### src/rtl/fir_pkg.sv
// Shared definitions for the FIR coefficient loader.
// Holds the default coefficient width and the loader FSM state type.
package fir_pkg;

   localparam int COEFF_W_DEF = 16;
   localparam int N_TAPS_DEF  = 8;

   typedef enum logic [1:0] {
      IDLE    = 2'd0,
      LOAD    = 2'd1,
      PENDING = 2'd2
   } coeff_ld_state_t;

endpackage

### src/rtl/fir_coeff_loader.sv
// Coefficient loader: streams a signed set into a shadow bank and
// commits it to the active bank that feeds all MAC taps on swap_en.
//
// Ports:
//   clock, reset            rising-edge clock, async active-high reset
//   s_valid/s_ready/s_data  coefficient stream handshake (word 0 = tap 0)
//   s_last                  marks the final word of a set (word N_TAPS-1)
//   swap_en                 sample-boundary strobe, commits a pending set
//   coeff_out               active bank, tap k at [k*COEFF_W +: COEFF_W]
//   bank_pending            full set waiting in the shadow bank
//   load_err                one-cycle pulse when a malformed set is dropped
module fir_coeff_loader
   import fir_pkg::*;
#(
   parameter int COEFF_W = COEFF_W_DEF,
   parameter int N_TAPS  = N_TAPS_DEF
) (
   input  logic                      clock,
   input  logic                      reset,
   input  logic                      s_valid,
   output logic                      s_ready,
   input  logic [COEFF_W-1:0]        s_data,
   input  logic                      s_last,
   input  logic                      swap_en,
   output logic [N_TAPS*COEFF_W-1:0] coeff_out,
   output logic                      bank_pending,
   output logic                      load_err
);

   localparam int CW = (N_TAPS > 1) ? $clog2(N_TAPS) : 1;
   localparam logic [CW-1:0] LAST_IDX = CW'(N_TAPS - 1);

   coeff_ld_state_t r_state;
   coeff_ld_state_t w_state_nxt;

   logic [CW-1:0]      r_cnt;
   logic [CW-1:0]      w_cnt_nxt;
   logic               r_err;
   logic               w_err;
   logic               w_wr;
   logic               w_swap;
   logic               w_ready;
   logic               w_last_slot;

   logic [COEFF_W-1:0] r_shadow [N_TAPS];
   logic [COEFF_W-1:0] r_active [N_TAPS];

   assign w_last_slot  = (r_cnt == LAST_IDX);
   assign s_ready      = w_ready;
   assign bank_pending = (r_state == PENDING);
   assign load_err     = r_err;

   // State register
   always_ff @(posedge clock or posedge reset) begin
      if (reset) begin
         r_state <= IDLE;
         r_cnt   <= '0;
         r_err   <= 1'b0;
      end else begin
         r_state <= w_state_nxt;
         r_cnt   <= w_cnt_nxt;
         r_err   <= w_err;
      end
   end

   // Next-state and control decode. In IDLE/LOAD the loader is always
   // ready, so s_valid alone qualifies a transfer there.
   always_comb begin
      w_state_nxt = r_state;
      w_cnt_nxt   = r_cnt;
      w_err       = 1'b0;
      w_wr        = 1'b0;
      w_swap      = 1'b0;
      w_ready     = 1'b0;
      unique case (r_state)
         IDLE: begin
            w_ready = 1'b1;
            if (s_valid) begin
               w_wr = 1'b1;
               if (s_last) begin
                  w_err     = 1'b1;
                  w_cnt_nxt = '0;
               end else begin
                  w_state_nxt = LOAD;
                  w_cnt_nxt   = CW'(1);
               end
            end
         end
         LOAD: begin
            w_ready = 1'b1;
            if (s_valid) begin
               w_wr = 1'b1;
               if (s_last && w_last_slot) begin
                  w_state_nxt = PENDING;
                  w_cnt_nxt   = '0;
               end else if (s_last || w_last_slot) begin
                  // Too short, or full without a terminator
                  w_err       = 1'b1;
                  w_state_nxt = IDLE;
                  w_cnt_nxt   = '0;
               end else begin
                  w_cnt_nxt = r_cnt + CW'(1);
               end
            end
         end
         PENDING: begin
            if (swap_en) begin
               w_swap      = 1'b1;
               w_state_nxt = IDLE;
            end
         end
         default: begin
            w_state_nxt = IDLE;
            w_cnt_nxt   = '0;
         end
      endcase
   end

   // Shadow bank: written at the running word index
   always_ff @(posedge clock or posedge reset) begin
      if (reset) begin
         for (int k = 0; k < N_TAPS; k++) begin
            r_shadow[k] <= '0;
         end
      end else if (w_wr) begin
         r_shadow[r_cnt] <= s_data;
      end
   end

   // Active bank: whole-set commit so taps never see a partial set
   always_ff @(posedge clock or posedge reset) begin
      if (reset) begin
         for (int k = 0; k < N_TAPS; k++) begin
            r_active[k] <= '0;
         end
      end else if (w_swap) begin
         for (int k = 0; k < N_TAPS; k++) begin
            r_active[k] <= r_shadow[k];
         end
      end
   end

   for (genvar g = 0; g < N_TAPS; g++) begin : g_tap
      assign coeff_out[g*COEFF_W +: COEFF_W] = r_active[g];
   end

endmodule

### config.mk
export PLATFORM = sky130hd
export DESIGN_NAME = fir_coeff_loader
export DESIGN_NICKNAME = d
export VERILOG_FILES = /design/src/rtl/fir_pkg.sv /design/src/rtl/fir_coeff_loader.sv
export SDC_FILE = /design/constraint.sdc
export NUM_CORES = 1
export LEC_CHECK = 0
export CAP_MARGIN = 30
export CELL_PAD_IN_SITES_DETAIL_PLACEMENT = 0
export CELL_PAD_IN_SITES_GLOBAL_PLACEMENT = 2
export CORE_ASPECT_RATIO = 2
export CORE_UTILIZATION = 42
export CTS_CLUSTER_SIZE = 40
export DETAILED_ROUTE_END_ITERATION = 12
export HOLD_SLACK_MARGIN = 0.06
export PLACE_DENSITY_LB_ADDON = 0.08
export SLEW_MARGIN = 10
export SYNTH_ARGS = -nofsm -noshare
export SYNTH_HDL_FRONTEND = slang
export SYNTH_SLANG_ARGS = --single-unit
### constraint.sdc
create_clock -name clock -period 16.4 [get_ports clock]
set_input_delay 3.28 -clock clock [delete_from_list [all_inputs] [get_ports clock]]
set_output_delay 3.28 -clock clock [all_outputs]
set_load 0.005 [all_outputs]
# --- Word-level counts from Yosys, hierarchy flattened ---
# Cells that the tools add are included.
op_classes:
  shift: 0
  n_lt_le_gt_ge: 2
  add_sub_neg: 1
  n_div: 0
  n_reduce_logical: 7
  n_mul: 0
  bitwise_logic: 2
  eq_ne: 8
  muxes: 27
ops:
  columns: ["op", "n"]
  rows:
  - ["$bwmux W128", 1]
  - ["$demux W16 S3", 1]
  - ["$mux W16", 1]
  - ["$mux W2", 6]
  - ["$mux W3", 4]
  - ["$mux W1", 11]
  - ["$pmux W3 S3", 1]
  - ["$ne A2 B2 Y1 const B", 4]
  - ["$pmux W2 S3", 1]
  - ["$reduce_and A5 Y1", 1]
  - ["$ge A4 B4 Y1 const B", 1]
  - ["$lt A4 B1 Y1 const B", 1]
  - ["$not A3 Y4", 1]
  - ["$add A3 B1 Y3 const B", 1]
  - ["$eq A3 B3 Y1 const B", 1]
  - ["$ne A3 B3 Y1 const B", 1]
  - ["$reduce_and A3 Y1", 1]
  - ["$eq A2 B1 Y1 const B", 1]
  - ["$eq A2 B2 Y1 const B", 1]
  - ["$logic_and A1 B1 Y1", 2]
  - ["$logic_not A2 Y1", 1]
  - ["$pmux W1 S2", 1]
  - ["$reduce_or A2 Y1", 1]
  - ["$logic_or A1 B1 Y1", 1]
  - ["$not A1 Y1", 1]
word_totals:
  output_inout_bits: 131
  wordCells: 66
  rom_bits: 0
  ram_bits: 0
  latchBits: 0
  reg_bits: 262
  mem_count: 0

# --- Depth between registers and ports, before layout ---
logic_depth:
  word_depth: 6
  ltp_mapped: 7

# --- Worst setup path after synthesis ---
# OpenSTA, ideal clock, no wires.
synth_path:
  kind: "input -> register"
  startpoint: "input s_valid"
  endpoint: "register r_shadow[16] (netlist name)"
  t_required_ns: 16.275
  setup_slack_ns: 11.972
  stages: 5
  n_path_buf: 2
  arrival_time_ns: 4.303
  cell_sequence: "nor3b_4 nor2b_1 buf_4 buf_6 mux2_2"
synth_via:
  elab_chain_cells: 2
synth_rtl:
  columns: ["element", "line_no", "rtl"]
  rows:
  - ["start: declaration", "fir_coeff_loader.sv:20", "input logic s_valid,"]
  - ["$mux W1", "fir_coeff_loader.sv:78, fir_coeff_loader.sv:91", null]
  - ["$mux W1", null, null]
  - ["end signal: indexed assignment", "fir_coeff_loader.sv:126", "r_shadow[r_cnt] <= s_data;"]
  - ["end: declaration", "fir_coeff_loader.sv:45", "logic [COEFF_W-1:0] r_shadow [N_TAPS];"]
# Every way passes these cells.
# A chain may end at the register's enable or synchronous reset.

# --- Final worst setup path ---
layout_path:
  startpoint: "input swap_en"
  endpoint: "register r_active, in the netlist coeff_out[105]"
layout_via:
  elab_chain_cells: 2
layout_rtl:
  columns: ["element", "line_no", "rtl"]
  rows:
  - ["start: declaration", "fir_coeff_loader.sv:24", "input logic swap_en,"]
  - ["$mux W1", "fir_coeff_loader.sv:107", "if (swap_en) begin"]
  - ["$mux W1", "fir_coeff_loader.sv:75", "unique case (r_state)"]
  - ["end signal: indexed assignment", "fir_coeff_loader.sv:138", "r_active[k] <= r_shadow[k];"]
  - ["end: declaration", "fir_coeff_loader.sv:46", "logic [COEFF_W-1:0] r_active [N_TAPS];"]
# Every way passes these cells.

==> flow_results.xml <==
<?xml version="1.0" encoding="UTF-8"?>
<metrics>
  <group name="run_status">
    <metric name="outcome" unit="">finished with violations</metric>
    <metric name="violations" unit="">design-rule violations</metric>
  </group>
  <group name="cts">
    <metric name="root_buffer" unit="">sky130_fd_sc_hd__clkbuf_16</metric>
    <metric name="cts_resized" unit="">0</metric>
    <metric name="cts_buffers" unit="">25</metric>
    <metric name="holdBufCountCts" unit="">0</metric>
    <metric name="cts_buffer_depth" unit="">3</metric>
    <metric name="cts.reportedPaths.clkPinSlew" unit="ps">60</metric>
    <metric name="tritoncts" unit="">done</metric>
    <metric name="clkLatencyLatePin" unit="ps">520</metric>
    <metric name="cts_sinks" unit="">262</metric>
    <metric name="htree_num_levels" unit="">1</metric>
    <metric name="cts_setup_buffers" unit="">0</metric>
  </group>
  <group name="logic_synthesis">
    <metric name="synth_area_leaders" unit="">sky130_fd_sc_hd__dfrtp_1, sky130_fd_sc_hd__mux2_2, sky130_fd_sc_hd__buf_4</metric>
    <metric name="ys_dominant_reg_cell" unit="">sky130_fd_sc_hd__dfrtp_1</metric>
    <metric name="yosysUniqueCellTypes" unit="">28</metric>
    <metric name="syn-cell-area" unit="um^2">9980</metric>
    <metric name="most_common_library_cells_after_synthesis" unit="">sky130_fd_sc_hd__dfrtp_1, sky130_fd_sc_hd__mux2_2, sky130_fd_sc_hd__buf_4</metric>
    <metric name="yosys_warnings" unit="">0</metric>
    <metric name="mappedNetlistNets" unit="">612</metric>
    <metric name="netlist_instances" unit="">587</metric>
    <metric name="synth_most_common_cell" unit="">sky130_fd_sc_hd__dfrtp_1</metric>
    <metric name="synth_top_area_cell" unit="">sky130_fd_sc_hd__dfrtp_1</metric>
    <metric name="yosysSeqAreaShare" unit="%">65.7</metric>
    <metric name="ys_seq_elements" unit="">262</metric>
    <metric name="netlist.area_leader.share" unit="%">65.7</metric>
    <metric name="synth_async_sr_flop_share" unit="%">100</metric>
    <metric name="synth-edff-count" unit="">0</metric>
    <metric name="synth.avg_cell_area" unit="um^2">17.0</metric>
  </group>
  <group name="detailed_routing">
    <metric name="number_of_optimization_iterations_in_the_first_detailed_route_pass" unit="">10</metric>
    <metric name="routed_wl" unit="um">21300</metric>
    <metric name="vias" unit="">5315</metric>
    <metric name="post_drt_via_cell_ratio" unit="">5.09</metric>
    <metric name="first_iter_violations" unit="">218</metric>
    <metric name="drt_drc" unit="">29</metric>
    <metric name="drt-wirelength-per-cell" unit="um">20.4</metric>
    <metric name="ant_nets" unit="">0</metric>
  </group>
  <group name="worst_setup_path">
    <metric name="cp_data_arrival_time" unit="ps">5720</metric>
    <metric name="endpoint_type_of_the_worst_setup_path" unit="">register</metric>
    <metric name="worst-r2r-cell-count" unit="">4</metric>
    <metric name="crit_required" unit="ps">16800</metric>
    <metric name="critical_setup_path_class" unit="">in2reg</metric>
    <metric name="timing.critical_path.from_type" unit="">primary input</metric>
    <metric name="timing.critical_path.fanout_max" unit="">68</metric>
  </group>
  <group name="timing">
    <metric name="layout_min_cycle_time" unit="ps">5320</metric>
    <metric name="final.setup.tns" unit="ps">0</metric>
    <metric name="final_count_of_negative_setup_slack_endpoints" unit="">0</metric>
    <metric name="slew-limit-headroom" unit="%">36.4</metric>
    <metric name="hold_violations" unit="">0</metric>
    <metric name="worst-slew-pin-transition" unit="ps">953</metric>
    <metric name="max_freq" unit="MHz">188</metric>
    <metric name="rsz0062_at_grt" unit="">no</metric>
    <metric name="final.setup_skew" unit="ps">10.6</metric>
    <metric name="layout_worst_path_cycle_share" unit="%">32.5</metric>
    <metric name="slew_viol_final" unit="">0</metric>
  </group>
  <group name="final_layout">
    <metric name="layout-area-overhead-vs-synth" unit="%">26.0</metric>
    <metric name="antenna_cells_inserted" unit="">0</metric>
    <metric name="final_net_count" unit="">768</metric>
    <metric name="final_layout_size_suffix_gt1_share" unit="%">41.5</metric>
  </group>
  <group name="global_route">
    <metric name="grt_pass1_vias" unit="">5857</metric>
    <metric name="grt_remaining_overflow" unit="">0</metric>
    <metric name="grt_max_degree" unit="">127</metric>
    <metric name="grt_use_total" unit="%">18.3</metric>
    <metric name="grt_first_pass_wirelength" unit="um">33900</metric>
    <metric name="antenna_found_initial" unit="">0</metric>
  </group>
  <group name="power">
    <metric name="cell_internal_pwr" unit="mW">1.13</metric>
    <metric name="power-per-cell-area" unit="nW/um^2">116</metric>
    <metric name="power.ir.vdd_worst" unit="mV">0.0644</metric>
    <metric name="part_of_the_power_in_combinational_logic" unit="%">8.1</metric>
    <metric name="sequentialPowerShare" unit="%">52.4</metric>
    <metric name="post-layout-total-power" unit="mW">1.46</metric>
    <metric name="netSwitchingFraction" unit="%">22.4</metric>
    <metric name="switching_power" unit="mW">0.327</metric>
    <metric name="leakage" unit="nW">6.05</metric>
    <metric name="power.share.clock" unit="%">39.5</metric>
  </group>
  <group name="min_path">
    <metric name="hold-path-cell-count" unit="">1</metric>
    <metric name="worstHoldPathType" unit="">reg2reg</metric>
  </group>
  <group name="die">
    <metric name="floorplan.die_area" unit="um^2">24400</metric>
    <metric name="fp.dieW" unit="um">111</metric>
    <metric name="std_cell_rows" unit="">79</metric>
    <metric name="core_area" unit="um^2">23300</metric>
    <metric name="initial_core_util" unit="%">42.8</metric>
    <metric name="io-pin-count" unit="">152</metric>
    <metric name="fp.dieH" unit="um">220</metric>
  </group>
  <group name="run">
    <metric name="maxCapViolations" unit="">0</metric>
  </group>
  <group name="place">
    <metric name="buffer_ports.inserted" unit="">151</metric>
    <metric name="hpwl_after_dpl" unit="um">14100</metric>
    <metric name="routabilityCongestion" unit="">0.707</metric>
  </group>
</metrics>
[cells in the final DEF, fill, tap and decap left out, drive strengths merged, types with 4 or more instances in the layout]
| master | count |
|---|---|
| dfrtp | 262 |
| mux2 | 256 |
| clkdlybuf4s50 | 151 |
| clkbuf | 33 |
| clkinv | 9 |
| buf | 6 |
| inv | 5 |
| nor3b | 5 |
| ha | 4 |
[sequential cells by signal (all words and copies together) (netlist names)]
register   cells
coeff_out    128
r_shadow     128
r_cnt          3
r_state        2
load_err       1
[metal layers]
metal	global-route usage [%]	up-vias	share of wire [%]
met5	0	-	0
met4	6.12	0	2.3
met3	3.03	28	4.1
met2	34.5	123	55
met1	20.6	2784	39
li1	-	2380	-
[layout make-up]
| type | instances | area, um^2 |
|---|---|---|
| clock buffers | 33 | 716 |
| well taps | 283 | 354 |
| multi-input cells | 292 | 3210 |
| flip-flops and latches | 262 | 6560 |
| repair buffers | 157 | 1590 |
| fillers | 1996 | 10800 |
| inverters | 5 | 26.3 |
| clock inverters | 12 | 116 |
[power groups by stage]
stage | logic, mW | clock network, mW | registers, mW
floorplan | 0.0954 | 0 | 0.762
finish | 0.119 | 0.577 | 0.765
CTS | 0.122 | 0.598 | 0.766
global placement | 0.115 | 0 | 0.772
detailed placement | 0.121 | 0 | 0.778
global route | 0.132 | 0.623 | 0.775
[through the flow]
step	hold slack, ps	setup slack, ps	instance area [um^2]	utilization, %	std cells
finish	493	11080	12600	53.9	1044
global route	496	10930	12600	53.9	1044
CTS	496	11060	12500	53.7	1042
detailed placement	487	10510	11700	50.2	997
global placement	481	10540	11700	50.1	996
floorplan	475	5910	9980	-	587
[path summary, 6_finish.rpt]
kind / from / end / slack (ps)
max: swap_en / coeff_out[105] / 11080
min: r_shadow[94] / coeff_out[46] / 490
max reg2reg: r_state[1] / coeff_out[105] / 13500
min reg2reg: r_shadow[94] / coeff_out[46] / 490
max in group asynchronous: reset / coeff_out[92] / 11680
min in group asynchronous: reset / coeff_out[38] / 3310
[kinds of logic (layout without fill, tap and decap cells)]
| logic type | Yosys count | count (layout) | share of synthesized area, % |
|---|---|---|---|
| flip-flops | 262 | 262 | 65.7 |
| multiplexers | 258 | 258 | 29.1 |
| buffers and inverters | 33 | 207 | 2.17 |
| AND/OR/NAND/NOR | 22 | 22 | 1.99 |
| AO/OA/AOI/OAI | 8 | 8 | 0.514 |
| adder cells (fa/ha/maj) | 4 | 4 | 0.502 |
[worst max-delay path, stage by stage]
cell	delay, ps
sky130_fd_sc_hd__clkdlybuf4s50_1	460
sky130_fd_sc_hd__nand2_4	610
sky130_fd_sc_hd__buf_4	850
sky130_fd_sc_hd__mux2_2	420
No activity file was read; power rests on OpenSTA's default activity.
